===== src/rtl/uart_sync_fifo.sv =====
// uart_sync_fifo: single-clock FIFO with count, threshold flags, sticky errors and flush; define UART_SYNC_FIFO_FWFT_EN for first-word-fall-through
module uart_sync_fifo #(
  parameter int DATA_WIDTH = 8,
  parameter int ADDR_WIDTH = 4,
  parameter int AF_THRESH  = 2**ADDR_WIDTH-2,
  parameter int AE_THRESH  = 2
) (
  input  logic                  clk,
  input  logic                  rst_n,
  input  logic                  flush,
  input  logic                  wr_en,
  input  logic [DATA_WIDTH-1:0] din,
  input  logic                  rd_en,
  output logic [DATA_WIDTH-1:0] dout,
  output logic [ADDR_WIDTH:0]   count,
  output logic                  empty,
  output logic                  full,
  output logic                  almost_empty,
  output logic                  almost_full,
  output logic                  overflow,
  output logic                  underflow,
  input  logic                  clr_err
);
  localparam int DEPTH_I = 2**ADDR_WIDTH;
  localparam logic [ADDR_WIDTH:0] DEPTH = DEPTH_I[ADDR_WIDTH:0];
  localparam logic [ADDR_WIDTH:0] AF = AF_THRESH[ADDR_WIDTH:0];
  localparam logic [ADDR_WIDTH:0] AE = AE_THRESH[ADDR_WIDTH:0];
  logic [DATA_WIDTH-1:0] mem [DEPTH_I];
  logic [ADDR_WIDTH-1:0] wr_ptr, rd_ptr;
  logic rd_acc, wr_acc;
  assign empty = count == '0;
  assign full = count == DEPTH;
  assign almost_empty = count <= AE;
  assign almost_full = count >= AF;
  assign rd_acc = rd_en & ~empty & ~flush;
  assign wr_acc = wr_en & ~flush & (~full | rd_acc);
  // storage is written only on accepted writes; contents need no reset
  always_ff @(posedge clk)
    if (wr_acc) mem[wr_ptr] <= din;
  // pointers and occupancy; flush clears all three
  always_ff @(posedge clk or negedge rst_n)
    if (!rst_n) begin
      wr_ptr <= '0;
      rd_ptr <= '0;
      count <= '0;
    end else if (flush) begin
      wr_ptr <= '0;
      rd_ptr <= '0;
      count <= '0;
    end else begin
      wr_ptr <= wr_ptr + ADDR_WIDTH'(wr_acc);
      rd_ptr <= rd_ptr + ADDR_WIDTH'(rd_acc);
      count <= count + (ADDR_WIDTH+1)'(wr_acc) - (ADDR_WIDTH+1)'(rd_acc);
    end
  // sticky error flags; a new error coinciding with clr_err keeps the flag set
  always_ff @(posedge clk or negedge rst_n)
    if (!rst_n) begin
      overflow <= 1'b0;
      underflow <= 1'b0;
    end else begin
      overflow <= (overflow & ~clr_err) | (wr_en & ~wr_acc & ~flush);
      underflow <= (underflow & ~clr_err) | (rd_en & ~rd_acc & ~flush);
    end
`ifdef UART_SYNC_FIFO_FWFT_EN
  assign dout = empty ? '0 : mem[rd_ptr];
`else
  // registered read: head word loads on an accepted read, otherwise held
  always_ff @(posedge clk or negedge rst_n)
    if (!rst_n) dout <= '0;
    else if (rd_acc) dout <= mem[rd_ptr];
`endif
endmodule


===== config.mk =====
export PLATFORM = sky130hd
export DESIGN_NAME = uart_sync_fifo
export DESIGN_NICKNAME = d
export VERILOG_FILES = /design/src/rtl/uart_sync_fifo.sv
export SDC_FILE = /design/constraint.sdc
export NUM_CORES = 1
export LEC_CHECK = 0
export CAP_MARGIN = 25
export CORE_ASPECT_RATIO = 0.9
export CORE_UTILIZATION = 38
export CTS_CLUSTER_SIZE = 28
export DETAILED_ROUTE_END_ITERATION = 12
export SLEW_MARGIN = 20
export SYNTH_ARGS = -nofsm -noshare
export SYNTH_HDL_FRONTEND = slang
export SYNTH_SLANG_ARGS = --single-unit

===== constraint.sdc =====
create_clock -name clk -period 2.43 [get_ports clk]
set_clock_uncertainty 0.05 [all_clocks]
set_input_delay 0.243 -clock clk [delete_from_list [all_inputs] [get_ports clk]]
set_output_delay 0.243 -clock clk [all_outputs]
set_load 0.05 [all_outputs]

==> impl_metrics.toml <==
[layout]
area_growth_pct = 23.70
multi_input_area_mm2 = 0.001682
drive_gt1_share_pct = 24.22
finalNetCount = 461
post-route-util_pct = 48.72
num-fill-cells = 1305
diodes = 0
seqCellArea_mm2 = 0.004423

[floorplan]
initial_core_util_pct = 39.38
rows = 43
chipWidth_um = 136.0
core_area_mm2 = 0.01560
die-area_mm2 = 0.01668
die_h_um = 122.6
design.portCount = 33

[pwr]
power_mw = 7.332
p_leak_nw = 2.616
max-vdd-ir-drop_v = 0.0005424
power_density_mw_per_mm2 = 964.6

[placed_design]
hpwlAfterDp_mm = 8.275
portBuffers = 32
place_congestion = 0.7302

[global_route]
grt_max_degree = 51
grt_pass1_vias = 3427
grt_pass1_wl_mm = 19.89
antenna_found_initial = 0
grt-ovfl-total = 0
grt_use_total_pct = 17.00

[logic_synthesis]
ys_async_sr_fraction_pct = 15.23
synth_enable_flop_cells = 128
synthTopCellsByCount = "edfxtp_1, mux2i_1, a22oi_1"
synth_flop_cell = "edfxtp_1"
yosysTopAreaCell = "edfxtp_1"
yosysMostFrequentCell = "edfxtp_1"
ys_seq_area_share_pct = 71.92
synthTopCellsByArea = "edfxtp_1, dfrtp_1, mux4_2, mux2i_1, a22oi_1"
synth_top_area_share_pct = 62.55
yosys.cell_types.count = 34
ys_ff_latch = 151
syn_area_mm2 = 0.006145
yosysWarnings = 0
syn_avg_cell_area_um2 = 16.97
syn-instance-count = 362
syn-num-nets = 390

[detailed_routing]
route.detailed.drc = 0
postRouteAntennaNets = 0
drt_iter0_drc = 322
totalWireLength_mm = 13.02
via_count = 3313
firstDrtPassIters = 4
drt-vias-per-instance = 5.113
avgRoutedWirePerCell_um = 20.09

[timing]
setup_violations = 0
min_period_ps = 2416
slew_headroom_pct = 55.34
slew_viol_final = 0
max_freq_mhz = 414.0
rsz0062_at_grt = "yes"
hold_violations = 0
fin_crit_sh_pct = 99.40
tns_ps = 0
tightest_slew_ps = 667.7

[clocking]
cts_root_buf = "clkbuf_16"
cts_tree = "built"
cts_sinks = 151
ctsHoldBuffers = 0
cts_buffers = 17
cts_max_path_buffers = 2
path_clk_slew_ps = 60
insertion_delay_ps = 420
htree_levels = 4

[min_path]
worstHoldPathType = "in2async"

[setup_path]
critical_path_class = "reg2reg"
critical_path_arrival_ps = 2710
crit_buf_inv = 1
cp-start-kind = "flip-flop"
worst_path_dominant_cell_family = "simple AND/OR/NAND/NOR gates"
cp_slowest_stage_delay_ps = 420
crit_fanout = 4
end_kind = "flip-flop"
crit_chain = "inv_4, ha_4, nor4b_4, or3_4, nand2_1, ha_2, fa_2, nand2b_1, a21oi_1, or3_1, a21oi_2"
cp.required_ps = 2730
slowest_stage = "dfrtp_2"

[run]
cap_violations = 0

[outcome]
status = "complete, no violations"
-- cells by family after synthesis --
group	after synthesis	share of synthesized area, %
adder cells (fa/ha/maj)	14	2.973
AO/OA/AOI/OAI	33	3.950
AND/OR/NAND/NOR	83	7.147
flip-flops	151	71.92
buffers and inverters	27	2.077
multiplexers	48	11.08
XOR/XNOR	6	0.8552
-- flip-flops by register name, indices dropped and copies added, names as in the netlist --
name and flops:
count 5, rd_ptr 4, overflow 1, dout 8, mem 128, wr_ptr 4
underflow 1
-- per-stage QoR --
stage / cell area, um2 / hold slack [ps] / std cells / setup WS (ps)
floorplan: 6225 / -102.6 / 362 / -625.2
global placement: 6982 / 417.9 / 613 / -13.28
detailed placement: 6982 / 416.7 / 613 / -82.06
CTS: 7582 / 140.5 / 647 / 5.918
global route: 7601 / 153.2 / 648 / -76.23
finish: 7601 / 150.9 / 648 / 14.50
-- repair_timing --
action,in CTS,in global routing
pin swaps,1,1
setup endpoints to repair,1,2
gates resized for setup,0,4
setup buffers,2,1
cloned,0,0
-- cell type report --
cell class	instances	area share, %
clock inverters	14	2.058
repair buffers	69	8.132
well taps	202	3.325
clock buffers	18	5.646
multi-input cells	184	22.12
inverters	10	0.5267
flip-flops and latches	151	58.19
-- placed cells by master (no fill, tap or decap), types with 11 or more instances in the layout --
master           count
clkdlybuf4s50_1     28
buf_4               38
mux4_2              16
clkbuf_16           17
ha_1                11
nor2_1              16
a22oi_1             24
nand3_1             19
nand2_1             16
edfxtp_1           128
mux2i_1             32
dfrtp_1             20
-- metal layers --
metal	vias to the layer above	global-route usage (%)	wire length, um
met5	-	0	0
met4	0	5.556	113
met3	9	4.461	514
met2	76	26.49	6216
met1	1687	23.21	6171
li1	1541	-	-
-- power by group --
group / switching, mW / total, mW / internal [mW] / leakage [nW]
Clock: 1.01 / 2.61 / 1.60 / 0.279
Combinational: 1.03 / 1.69 / 0.661 / 0.885
Sequential: 0.0886 / 3.03 / 2.94 / 1.45
-- path summary, 6_finish.rpt --
check	start	endpoint	slack (ps)	cells past startpoint
hold reg to reg	dout[5]	dout[5]	430	2
min in group clk	clr_err	underflow	390	2
hold / removal	rst_n	count[1]	150	2
setup reg to reg	count[3]	count[4]	10	11
max in group asynchronous	rst_n	rd_ptr[1]	1910	2
setup / recovery	count[3]	count[4]	10	11
(Power assumes the default switching activity.)
